--- config.mk ---
export PLATFORM = sky130hd
export DESIGN_NAME = hex_ascii_formatter
export DESIGN_NICKNAME = d
export VERILOG_FILES = /design/src/rtl/hex_ascii_formatter.sv
export SDC_FILE = /design/constraint.sdc
export NUM_CORES = 1
export LEC_CHECK = 0
export ABC_AREA = 1
export ABC_CLOCK_PERIOD_IN_PS = 1800
export BUFFER_PORTS_ARGS = -buffer_cell sky130_fd_sc_hd__buf_4
export CORE_MARGIN = 2
export CORE_UTILIZATION = 54
export CTS_CLUSTER_DIAMETER = 40
export DETAILED_ROUTE_END_ITERATION = 16
export GPL_TIMING_DRIVEN = 0
export HOLD_SLACK_MARGIN = 0.02
export PLACE_DENSITY = 0.81
export SLEW_MARGIN = 40
export SYNTH_ARGS = -nofsm -noshare
export SYNTH_HDL_FRONTEND = slang
export SYNTH_SLANG_ARGS = --single-unit
--- constraint.sdc ---
create_clock -name clk -period 1.8 [get_ports clk]
set_input_delay 0.09 -clock clk [delete_from_list [all_inputs] [get_ports clk]]
set_output_delay 0.09 -clock clk [all_outputs]
set_load 0.1 [all_outputs]
--- src/rtl/hex_ascii_formatter.sv ---
// ---------------------------------------------------------------------------
// hex_ascii_formatter
//
// Turns a stream of raw bytes into printable hex text for a UART-style sink.
// Each byte becomes two hex digits. A space follows the digits unless the
// byte ends a line. A line ends when the byte carries tlast or when it fills
// the line (BYTES_PER_LINE bytes); the line then ends with CR LF instead of
// the space.
//
// Parameters
//   BYTES_PER_LINE : bytes per line before CR LF is inserted (1..255)
//   UPPERCASE      : 1 -> 'A'-'F', 0 -> 'a'-'f'
//
// Ports
//   clk        : clock, rising edge
//   rst        : asynchronous reset, active-high
//   i_tready   : out, a byte can be accepted (only while idle)
//   i_tvalid   : in,  input byte valid
//   i_tdata    : in,  input byte
//   i_tlast    : in,  input byte ends a packet (forces CR LF after it)
//   o_tready   : in,  downstream can take a character
//   o_tvalid   : out, o_tdata holds a character
//   o_tdata    : out, ASCII character
// ---------------------------------------------------------------------------
module hex_ascii_formatter #(
  parameter int BYTES_PER_LINE = 16,
  parameter int UPPERCASE      = 1
) (
  input  logic       clk,
  input  logic       rst,
  output logic       i_tready,
  input  logic       i_tvalid,
  input  logic [7:0] i_tdata,
  input  logic       i_tlast,
  input  logic       o_tready,
  output logic       o_tvalid,
  output logic [7:0] o_tdata
);

  localparam int                COL_W   = $clog2(BYTES_PER_LINE + 1);
  localparam logic [COL_W-1:0]  COL_MAX = COL_W'(BYTES_PER_LINE);

  localparam logic [7:0] ASCII_SP = 8'h20;
  localparam logic [7:0] ASCII_CR = 8'h0D;
  localparam logic [7:0] ASCII_LF = 8'h0A;

  typedef enum logic [2:0] {
    IDLE = 3'd0,
    HI   = 3'd1,
    LO   = 3'd2,
    SEP  = 3'd3,
    CR   = 3'd4,
    LF   = 3'd5
  } state_t;

  state_t           r_state;
  state_t           w_state_nxt;
  logic [7:0]       r_byte;
  logic             r_last;
  logic [COL_W-1:0] r_col;

  logic             w_accept;
  logic             w_lf_done;
  logic             w_line_end;

  // Nibble to ASCII hex digit. 'A' - 10 = 0x37, 'a' - 10 = 0x57.
  function automatic logic [7:0] hex_char(input logic [3:0] nib);
    logic [7:0] base;
    if (nib < 4'd10) begin
      base = 8'h30;
    end else if (UPPERCASE != 0) begin
      base = 8'h37;
    end else begin
      base = 8'h57;
    end
    hex_char = base + {4'h0, nib};
  endfunction

  // The counter already includes the current byte by the time LO is shown,
  // so a byte that both fills the line and carries tlast ends it only once.
  assign w_line_end = r_last || (r_col == COL_MAX);

  assign w_accept   = (r_state == IDLE) && i_tvalid;
  assign w_lf_done  = (r_state == LF) && o_tready;

  // Next state and outputs. Outputs depend on state and latched byte only,
  // so a stalled character stays put until the sink takes it.
  always_comb begin
    w_state_nxt = r_state;
    i_tready    = 1'b0;
    o_tvalid    = 1'b0;
    o_tdata     = 8'h00;
    case (r_state)
      IDLE: begin
        i_tready = 1'b1;
        if (i_tvalid) begin
          w_state_nxt = HI;
        end
      end
      HI: begin
        o_tvalid = 1'b1;
        o_tdata  = hex_char(r_byte[7:4]);
        if (o_tready) begin
          w_state_nxt = LO;
        end
      end
      LO: begin
        o_tvalid = 1'b1;
        o_tdata  = hex_char(r_byte[3:0]);
        if (o_tready) begin
          w_state_nxt = w_line_end ? CR : SEP;
        end
      end
      SEP: begin
        o_tvalid = 1'b1;
        o_tdata  = ASCII_SP;
        if (o_tready) begin
          w_state_nxt = IDLE;
        end
      end
      CR: begin
        o_tvalid = 1'b1;
        o_tdata  = ASCII_CR;
        if (o_tready) begin
          w_state_nxt = LF;
        end
      end
      LF: begin
        o_tvalid = 1'b1;
        o_tdata  = ASCII_LF;
        if (o_tready) begin
          w_state_nxt = IDLE;
        end
      end
      default: begin
        w_state_nxt = IDLE;
      end
    endcase
  end

  // State, latched byte and column counter.
  always_ff @(posedge clk or posedge rst) begin
    if (rst) begin
      r_state <= IDLE;
      r_byte  <= 8'h00;
      r_last  <= 1'b0;
      r_col   <= '0;
    end else begin
      r_state <= w_state_nxt;
      if (w_accept) begin
        r_byte <= i_tdata;
        r_last <= i_tlast;
        r_col  <= r_col + COL_W'(1);
      end else if (w_lf_done) begin
        r_col  <= '0;
      end
    end
  end

endmodule

Word level (Yosys, flattened, before mapping)

Cells that the tools add are included.

Input port bits: 13
Output and inout bits: 10
Flip-flop bits (word level): 17

Multiplexer cells: 16
Reductions and logical operators: 8
Equal/unequal tests: 11
Add/sub/neg operators: 3
Magnitude comparators: 2

Operators by type and width:

| operator            | count |
|---|---|
| $pmux 8 s5          | 1 |
| $mux 3              | 8 |
| $add 8x4->8         | 2 |
| $mux 8              | 2 |
| $pmux 3 s5          | 1 |
| $mux 5              | 2 |
| $lt 4x4->1 const B  | 2 |
| $ne 2x2->1 const B  | 4 |
| $eq 3x2->1 const B  | 2 |
| $eq 3x3->1 const B  | 2 |
| $add 5x1->5 const B | 1 |
| $eq 5x5->1 const B  | 1 |
| $reduce_and 5->1    | 1 |
| $reduce_or 5->1     | 1 |
| $eq 3x1->1 const B  | 1 |
| $logic_not 3->1     | 1 |
| $logic_and 1x1->1   | 2 |
| $mux 1              | 2 |
| $ne 2x1->1 const B  | 1 |
| $reduce_bool 2->1   | 1 |
| $reduce_or 2->1     | 1 |
| $logic_or 1x1->1    | 1 |

Depth between registers and ports, before layout

Gate-level depths: netlist of the first run.

Word-level depth: 5
Gate-level depth with buffers: 11

Worst setup path after synthesis of the first run

Ideal clock, no wire load.

Path type: flip-flop to output port
Start: reg r_byte[5]
End: out o_tdata[5]
Data arrival time: 3,264 ps
Stages on the path, launching flop included: 9
Data required time: 1,710 ps
Slack: -1,554 ps
Cells stage by stage: dfrtp_1 > nand2_1 > nand2_1 > ha_1 > nand2_1 > nand3_1 > nand2_1 > nor2_1 > o21ai_0

Word-level cells in the longest chain between the ends: 5

Ends and longest elaborated chain:

| element                | RTL line | RTL |
|---|---|---|
| from (decl)            | 58       | `logic [7:0] r_byte;` |
| from (signal assigned) | 151      | `r_byte <= i_tdata;` |
| $lt 4x4->1             | 69       | `if (nib < 4'd10) begin` |
| $mux 3                 | 69       |  |
| $mux 8                 | 93       | `case (r_state)` |
| $add 8x4->8 (*)        | 76       | `hex_char = base + {4'h0, nib};` |
| $pmux 8 s5 (*)         | 93       |  |
| to (decl)              | 37       | `output logic [7:0] o_tdata` |

Mark *: on every way between the ends. The rest lies on a longest branch, timed or not. The select of a mux whose other input is x is not followed.

Final worst setup path of the first run

Start: reg r_byte[7]
End: out o_tdata[1]

Word-level cells in the longest chain between the ends: 5

Ends and longest elaborated chain:

| element     | RTL line |
|---|---|
| $lt 4x4->1  | 69 |
| $mux 3      | 69 |
| $mux 8      | 93 |
| $add 8x4->8 | 76 |
| $pmux 8 s5  | 93 |

Every way passes these cells. The select of a mux whose other input is x is not followed.

==> impl_metrics.tcl, run 1 <==
set metrics [dict create \
    status "complete, but fails checks" \
    violations "negative setup slack" \
    wl_mm 3.58 \
    area_growth_pct 49.9 \
    seq_area_frac_synth 0.349 \
    max-cap-violations 0 \
    ys_types 21 \
    rsz0062_at_grt "yes" \
    first_global_vias 1302 \
    place_congestion 0.850 \
    worst-path-buf-inv 1 \
    grt.total_usage 0.287 \
    fin_nets 249 \
    n_antenna_cell 0 \
    numCtsBuffers 3 \
    syn_area_um2 1220 \
    yosys_warnings 0 \
    cp_data_required_time_ns 1.71 \
    path_cells "nand2_2 > nand2_4 > ha_4 > fa_2 > nand2_1 > o211ai_1 > buf_6" \
    syn_inst 180 \
    setup.worst_path.start_class "register" \
    critPathSlowestCell "fa_2" \
    htree_num_levels 1 \
    hold_violations 0 \
    post-route-min-period_ns 2.12 \
    synth_mux_area_frac 0 \
    hp-class "in -> reg" \
    core_um2 2170 \
    slew_headroom 0.555 \
    synth_compound_area_frac 0.0923 \
    crit_start "r_byte[7]" \
    synth_xor_area_frac 0 \
    die-area_um2 2660 \
    path_delay_family "adder cells" \
    syn_area_per_cell_um2 6.78 \
    grt_start_max_net_pins 18 \
    vias 1354 \
    holdWs_ns 0.0186 \
    cts-root-buf "clkbuf_4" \
    clk_pin_slew_ns 0.10 \
    crit_fanout 4 \
    synth_top_family_by_area "simple AND/OR/NAND/NOR gates" \
    ys_ff_latch 17 \
    cpPeakStageDelay_ns 0.51 \
    worst_setup_path_end_kind "output pin" \
    worst-setup-path-type "reg -> out" \
    dp_hpwl_mm 2.28 \
    cts_buffer_depth 2 \
    io_buffers 21 \
    critPathArrivalTime_ns 2.03 \
    rr_startpoint "r_state[0]" \
    finalCritPeriodShare 1.18 \
    layout_common_cells "64 x nand2_1, 28 x buf_4, 25 x inv_1" \
    clkLatencyLatePin_ns 0.29 \
    rows 17 \
    tightest_slew_ns 0.667 \
    grt_overflow 0 \
    drtIter0Drc 47 \
    ant_nets 0 \
    max_freq_ghz 0.472 \
    remaining_drc_errors 0 \
    drive_above_1_share 0.330 \
    clock_skew_ns 0.00384 \
    start_util 0.562 \
    setup_viol 6 \
    worst_hold_startpoint "i_tlast" \
    drv_slew 0 \
    mostFrequentLayoutCell "nand2_1" \
    dieWidth_um 51.5 \
    wl_per_cell_um 14.0 \
    synth.net_count 201 \
    n_fill_cell 122 \
    drt_first_pass_iters 4 \
    pin_count 23 \
    die_h_um 51.5 \
    cts_tree "built" \
    fin_ws_ns -0.317 \
    synth_fa_ha_area_frac 0.0882 \
    grt_pass1_wl_mm 5.64 \
    yosys.area_share.simple 0.354 \
    clock_sinks 17 \
    via_per_inst 5.31 \
    grt_antenna_before_repair 0 \
]
## kinds of logic (layout without fill, tap and decap cells)
| group | after synthesis | count (layout) |
|---|---|---|
| compound gates | 19 | 19 |
| flops | 17 | 17 |
| simple gates | 103 | 103 |
| buf+inv | 32 | 79 |
| fa+ha+maj | 8 | 8 |
| other cells | 1 | 1 |
## sequential cells by signal, indices dropped and copies added, names as in the netlist
name     flops
r_byte       8
r_last       1
r_col        5
r_state      3
## what timing repair did
item,in CTS,in global routing
hold endpoints to repair,25,0
pin swaps,6,7
buffers inserted,6,7
setup endpoints to repair,7,7
hold buffers,9,0
gates resized for setup,25,13
gates cloned,0,0
## routing by layer
metal / global-route usage / routed length, um / share of wire / up-vias
met1: 0.326 / 1380 / 0.39 / 634
met5: 0 / 0 / 0 / -
met3: 0.0489 / 179 / 0.050 / 10
met4: 0.132 / 77 / 0.022 / 0
li1: - / - / - / 657
met2: 0.521 / 1940 / 0.54 / 53
## Yosys cell counts
cell type,count,area [um^2]
a21oi_1,1,5.00
a21oi_2,1,8.76
buf_4,1,7.51
buf_6,2,22.5
conb_1,1,3.75
dfrtp_1,17,425
fa_1,1,20.0
ha_1,7,87.6
inv_1,28,105
inv_2,1,3.75
nand2_1,75,282
nand2_4,1,11.3
nand3_1,17,85.1
nor2_1,7,26.3
nor2_4,2,22.5
nor3_1,1,5.00
o211ai_1,1,7.51
o21ai_0,6,30.0
o21ai_1,5,25.0
o21ai_2,2,17.5
o22ai_1,3,18.8
## worst register-to-register path, stage by stage (launching register included)
cell,delay (ns)
dfrtp_1,0.47
inv_1,0.11
nand3_1,0.20
inv_2,0.18
buf_4,0.14
nand3_1,0.09
nand2_1,0.08
nand2_1,0.05
nand2_1,0.06
## area by class of cell
type | instances | area (um^2) | area share
buffer | 3 | 30.0 | 0.0164
clock buffer | 4 | 26.3 | 0.0144
inverter | 29 | 109 | 0.0595
multi-input combinational | 131 | 786 | 0.430
sequential | 17 | 428 | 0.234
tap | 28 | 35.0 | 0.0192
timing repair buffer | 43 | 415 | 0.227
## per-stage QoR
step | util | TNS (ns) | std cells | instance area [um^2] | worst slack (ns)
after global placement | 0.685 | -0.486 | 229 | 1490 | -0.195
after CTS | 0.799 | -1.45 | 248 | 1730 | -0.281
after detailed placement | 0.685 | -0.882 | 229 | 1490 | -0.263
final | 0.843 | -1.68 | 255 | 1830 | -0.317
after global routing | 0.843 | -2.17 | 255 | 1830 | -0.390
after floorplan | - | -0.813 | 180 | 1290 | -0.381
## worst paths after layout
path / cells past startpoint / endpoint / slack (ns)
min reg2reg: 2 / r_byte[4] / 0.55
max in group asynchronous: 3 / r_byte[5] / 0.88
max: 7 / o_tdata[1] / -0.32
min: 3 / r_last / 0.02
max reg2reg: 8 / r_state[1] / 0.36
min in group asynchronous: 3 / r_col[1] / 0.46
Power of run 1 is left out: the tool's default activity adds up to more than one toggle a clock period on the data nets, which glitch-free logic cannot reach.
==> inputs of run 2 (changes only) <==
ABC_AREA = 0   (was 1)
CAP_MARGIN = 30   (was default)
==> run 2 against run 1 <==
Count of clock-buffer cells in the layout down 1. Final cell count is 20% lower. Sequential share of layout area down 0.45 points. Area after synthesis shrank 0.41%. Flip-flop and latch count did not move. Fmax fell by 15%. The flow still finishes with violations (negative setup slack). Global-route usage grew 1.6 points. Utilization grew 3.2 points. Critical path depth stayed put. Clock skew is 0.0063 ns higher. Wire length down 0.48%. Cell area grew 3.8%.
==> impl_metrics.tcl, run 2 <==
set metrics [dict create \
    status "complete, but fails checks" \
    violations "negative setup slack" \
    ys_types 41 \
    ant_nets 0 \
    cts_tree "built" \
    cpPeakStageDelay_ns 0.43 \
    syn_area_um2 1210 \
    largest_reg_flops 8 \
    wl_per_cell_um 17.5 \
    drive_above_1_share 0.503 \
    setup_viol 7 \
    grt_antenna_before_repair 0 \
    dp_cells 177 \
    hold_depth 2 \
    synth.net_count 150 \
    core_um2 2170 \
    crit_start "r_byte[6]" \
    top_register "r_byte" \
    fin_area_um2 1900 \
    top_regs "r_byte x8, r_col x5, r_state x3" \
    place_congestion 0.860 \
    setup.worst_path.start_class "register" \
    dp_hpwl_mm 2.09 \
    clk_pin_slew_ns 0.11 \
    critPathArrivalTime_ns 2.41 \
    worst-setup-path-type "reg -> out" \
    clock_skew_ns 0.0101 \
    rrSetupSlack_ns 0.09 \
    io_buffers 20 \
    synthArstFlopShare 1.00 \
    dpl-instance-area_um2 1540 \
    tightest_slew_ns 0.680 \
    worst_r2r_endpoint "r_col[3]" \
    cts-root-buf "clkbuf_4" \
    wl_mm 3.56 \
    htree_num_levels 1 \
    ys.flop_type "dfrtp_1" \
    cp_data_required_time_ns 1.71 \
    drtIter0Drc 26 \
    synthTopCellsByArea "dfrtp_1 35%, mux2_2 8.3%, ha_1 7.2%, nand2_1 4.0%, a21o_1 3.7%" \
    mostFrequentLayoutCell "buf_4" \
    slew_headroom 0.546 \
    clock_sinks 17 \
    first_global_vias 1207 \
    vias 1210 \
    finalCritPeriodShare 1.39 \
    cts_buffer_depth 2 \
    critPathSlowestCell "dfrtp_2" \
    worst_setup_path_end_kind "output pin" \
    grt.total_usage 0.303 \
    hold_path_end "r_byte[0]" \
    rsz0062_at_grt "yes" \
    dieWidth_um 51.4 \
    numCtsBuffers 3 \
    drt_first_pass_iters 4 \
    remaining_drc_errors 0 \
    synth_most_common_cell "dfrtp_1" \
    crit_fanout 2 \
    hold_violations 0 \
    seq_area_frac_synth 0.350 \
    area_growth_pct 56.2 \
    rr_startpoint "r_state[2]" \
    max_freq_ghz 0.399 \
    via_per_inst 5.96 \
    grt_start_max_net_pins 18 \
    place_ws_ns -0.549 \
    fin_cells 203 \
    yosys_warnings 0 \
    synth-edff-count 0 \
    start_util 0.560 \
    clkLatencyLatePin_ns 0.31 \
    syn_area_per_cell_um2 9.42 \
    worst_hold_startpoint "i_tdata[0]" \
    rows 17 \
    grt_pass1_wl_mm 5.86 \
    max-cap-violations 0 \
    die_h_um 51.4 \
    fin_nets 197 \
    pin_count 23 \
    path_cells "o21a_1 > buf_4 > fa_2 > or3_1 > a32oi_2 > o22ai_4 > buf_12" \
    rr_worst_depth 5 \
    n_fill_cell 96 \
    syn_inst 129 \
    ys_ff_latch 17 \
    n_antenna_cell 0 \
    hp-class "in -> reg" \
    grt_overflow 0 \
    yosys.area.top_type_share 0.350 \
    drv_slew 0 \
    die-area_um2 2650 \
    layout_common_cells "32 x buf_4, 12 x nand2_1, 9 x mux2_2, 9 x dfrtp_1" \
    fin_ws_ns -0.705 \
    synth_common_cells "17 x dfrtp_1, 13 x nand2_1, 9 x mux2_2" \
    synth_top_area_cell "dfrtp_1" \
    post-route-min-period_ns 2.50 \
]
[run 2: cell count changes after synthesis, sizes merged, moves of 4 or more]
| cell | previous run | this run |
|---|---|---|
| a22oi | 0 | 4 |
| nor2b | 0 | 5 |
| a21o | 0 | 6 |
| inv | 29 | 4 |
| mux2 | 0 | 9 |
| o21ai | 13 | 6 |
| nand3 | 17 | 4 |
| nand2 | 76 | 13 |
| a21oi | 2 | 7 |
| clkbuf | 0 | 5 |
[run 2: logic make-up after synthesis]
family / after synthesis / share of synthesized area
XOR/XNOR: 1 / 0.00721
AO/OA/AOI/OAI: 40 / 0.225
multiplexers: 10 / 0.0917
buffers and inverters: 13 / 0.0546
AND/OR/NAND/NOR: 39 / 0.180
other: 1 / 0.00309
flip-flops: 17 / 0.350
adder cells (fa/ha/maj): 8 / 0.0886
[run 2: through the flow]
stage	utilization	hold slack (ns)	setup TNS [ns]
final	0.875	0.0206	-3.46
after global routing	0.875	0.0213	-3.80
after CTS	0.852	0.0229	-2.92
after detailed placement	0.708	0.221	-1.99
after global placement	0.708	0.206	-1.71
after floorplan	-	0.0159	-1.72
[run 2: worst max-delay path by stage]
stage	end
6_report	o_tdata[2]
4_1_cts	o_tdata[2]
2_1_floorplan	o_tdata[2]
3_3_place_gp	o_tdata[2]
5_1_grt	o_tdata[3]
3_5_place_dp	o_tdata[2]
[run 2: layout make-up]
type	count	area [um^2]	share of cell area
multi-input combinational	99	903	0.476
sequential	17	435	0.229
timing repair buffer	44	433	0.228
buffer	7	48.8	0.0257
tap	28	35.0	0.0185
clock buffer	3	22.5	0.0119
inverter	4	15.0	0.00791
clock inverter	1	5.00	0.00264
[run 2: metal layers]
layer	vias up	part of all wire	track usage
met1	600	0.39	0.364
met5	-	0	0
met3	9	0.042	0.0409
met4	0	0.025	0.127
li1	559	-	-
met2	42	0.54	0.538
[run 2: worst max-delay path: cells and delay by family, from the launching register on]
| family | cells | cell delay (ns) |
|---|---|---|
| compound gates | 3 | 0.60 |
| simple gates | 1 | 0.37 |
| fa+ha+maj | 1 | 0.35 |
| flops | 1 | 0.43 |
| buf+inv | 2 | 0.35 |
[run 2: what timing repair did]
action,in CTS,in global routing
pin swaps,12,5
hold endpoints to repair,24,0
setup buffers,11,5
gates resized for setup,38,2
endpoints found under the setup margin,14,9
hold buffers,8,0
gates cloned,0,0
Power of run 2 is left out for the same reason.
==> inputs of run 3 (changes only) <==
REMOVE_ABC_BUFFERS = 1   (was default)
==> run 3 against run 2 <==
Critical path type unchanged. Global-route usage decreased by 8.3 points. Wire length decreased by 26%. Utilization decreased by 14 points. Final cell count decreased by 8.4%. Cell area decreased by 16%. Highest routed layer unchanged. First-iteration DRC count decreased by 35%. Sequential share of layout area increased by 4.5 points. Count of clock-buffer cells in the layout increased by 1. Critical path depth unchanged. The flow still finishes with violations (negative setup slack).
==> impl_metrics.tcl, run 3 (synthesis results as in run 2) <==
set metrics [dict create \
    cpPeakStageDelay_ns 0.41 \
    final_util 0.732 \
    hp-class "in -> reg" \
    top_register "r_byte" \
    drive_above_1_share 0.399 \
    post-route-min-period_ns 2.42 \
    rr_worst_depth 4 \
    core_um2 2170 \
    rsz0062_at_grt "yes" \
    layout_common_cells "26 x buf_4, 13 x nand2_1, 9 x mux2_2, 9 x dfrtp_1, 8 x dfrtp_2" \
    clock_skew_ns 0.00378 \
    rows 17 \
    dieWidth_um 51.4 \
    place_ws_ns -0.577 \
    io_buffers 21 \
    die-area_um2 2650 \
    max_freq_ghz 0.413 \
    worst-path-buf-inv 1 \
    htree_num_levels 1 \
    holdWs_ns 0.0337 \
    worst_r2r_endpoint "r_col[4]" \
    setup.worst_path.start_class "register" \
    cts-root-buf "clkbuf_4" \
    fin_ws_ns -0.620 \
    largest_reg_flops 8 \
    clock_sinks 17 \
    fin_nets 180 \
    cts_tree "built" \
    vias 1064 \
    critPathArrivalTime_ns 2.33 \
    setup_viol 6 \
    wl_mm 2.64 \
    remaining_drc_errors 0 \
    rrSetupSlack_ns 0.11 \
    n_antenna_cell 0 \
    grt_start_max_net_pins 19 \
    via_per_inst 5.72 \
    clk_pin_slew_ns 0.10 \
    grt.total_usage 0.220 \
    path_cells "o21a_4 > ha_4 > fa_2 > or3_1 > a32oi_1 > o22ai_1 > buf_6" \
    area_growth_pct 30.7 \
    ant_nets 0 \
    worst_hold_startpoint "i_tdata[2]" \
    violations "negative setup slack" \
    grt_antenna_before_repair 0 \
    clkLatencyLatePin_ns 0.28 \
    place_congestion 0.761 \
    crit_fanout 3 \
    drtIter0Drc 17 \
    critPathSlowestCell "dfrtp_1" \
    grt_pass1_wl_mm 4.44 \
    mostFrequentLayoutCell "buf_4" \
    drv_slew 0 \
    die_h_um 51.4 \
    hold_path_end "r_byte[2]" \
    dp_hpwl_mm 1.70 \
    top_regs "r_byte x8, r_col x5, r_state x3" \
    hold_depth 2 \
    drt_first_pass_iters 4 \
    worst_setup_path_end_kind "output pin" \
    worst-setup-path-type "reg -> out" \
    numCtsBuffers 3 \
    cts_buffer_depth 2 \
    finalCritPeriodShare 1.34 \
    hold_violations 0 \
    rr_startpoint "r_state[2]" \
    grt_overflow 0 \
    cp_data_required_time_ns 1.71 \
    pin_count 23 \
    first_global_vias 959 \
    max-cap-violations 0 \
    path_delay_family "compound AO/OA/AOI/OAI gates" \
    tightest_slew_ns 0.662 \
    status "complete, but fails checks" \
    start_util 0.560 \
    slew_headroom 0.558 \
    wl_per_cell_um 14.2 \
]
## run 3: worst register-to-register path: cells and delay by family, from the launching register on
| kind | cells | cell delay, ns |
|---|---|---|
| DFF | 1 | 0.54 |
| AOI/OAI and AO/OA | 3 | 0.64 |
| and+or+nand+nor | 1 | 0.41 |
## run 3: through the flow
step           TNS [ns]  cells  instance area [um^2]
2_1_floorplan    -10.03    120                  1160
3_3_place_gp      -3.60    169                  1360
3_5_place_dp      -2.89    170                  1360
4_1_cts           -2.91    182                  1530
5_1_grt           -3.54    186                  1590
6_report          -2.95    186                  1590
## run 3: area by class of cell
class                      count  area (um^2)
multi-input combinational     99          783
tap                           28         35.0
sequential                    17          435
inverter                       4         15.0
fill                         162          582
timing repair buffer          34          293
clock buffer                   4         26.3
## run 3: worst max-delay path by stage
| stage | startpoint | slack (ns) | cells past startpoint | end |
|---|---|---|---|---|
| after floorplan | r_state[2] | -2.31 | 2 | o_tvalid |
| after global placement | r_byte[5] | -0.54 | 7 | o_tdata[2] |
| after detailed placement | r_byte[5] | -0.58 | 7 | o_tdata[2] |
| after CTS | r_byte[5] | -0.67 | 7 | o_tdata[2] |
| after global routing | r_byte[6] | -0.70 | 7 | o_tdata[2] |
| final | r_byte[6] | -0.62 | 7 | o_tdata[2] |
## run 3: what timing repair did
action / in CTS / in global routing
pin swaps: 10 / 6
buffers inserted: 7 / 4
hold endpoints to repair: 17 / 0
hold buffers: 1 / 0
setup endpoints to repair: 14 / 11
gates resized for setup: 25 / 5
## run 3: routing by layer
metal | global-route usage | wire length (um) | part of all wire | up-vias
met5 | 0 | 0 | 0 | -
met4 | 0.0746 | 30 | 0.011 | 0
met3 | 0.0175 | 58 | 0.022 | 4
met2 | 0.359 | 1310 | 0.50 | 19
met1 | 0.307 | 1240 | 0.47 | 510
li1 | - | - | - | 531
Power of run 3 is left out for the same reason.
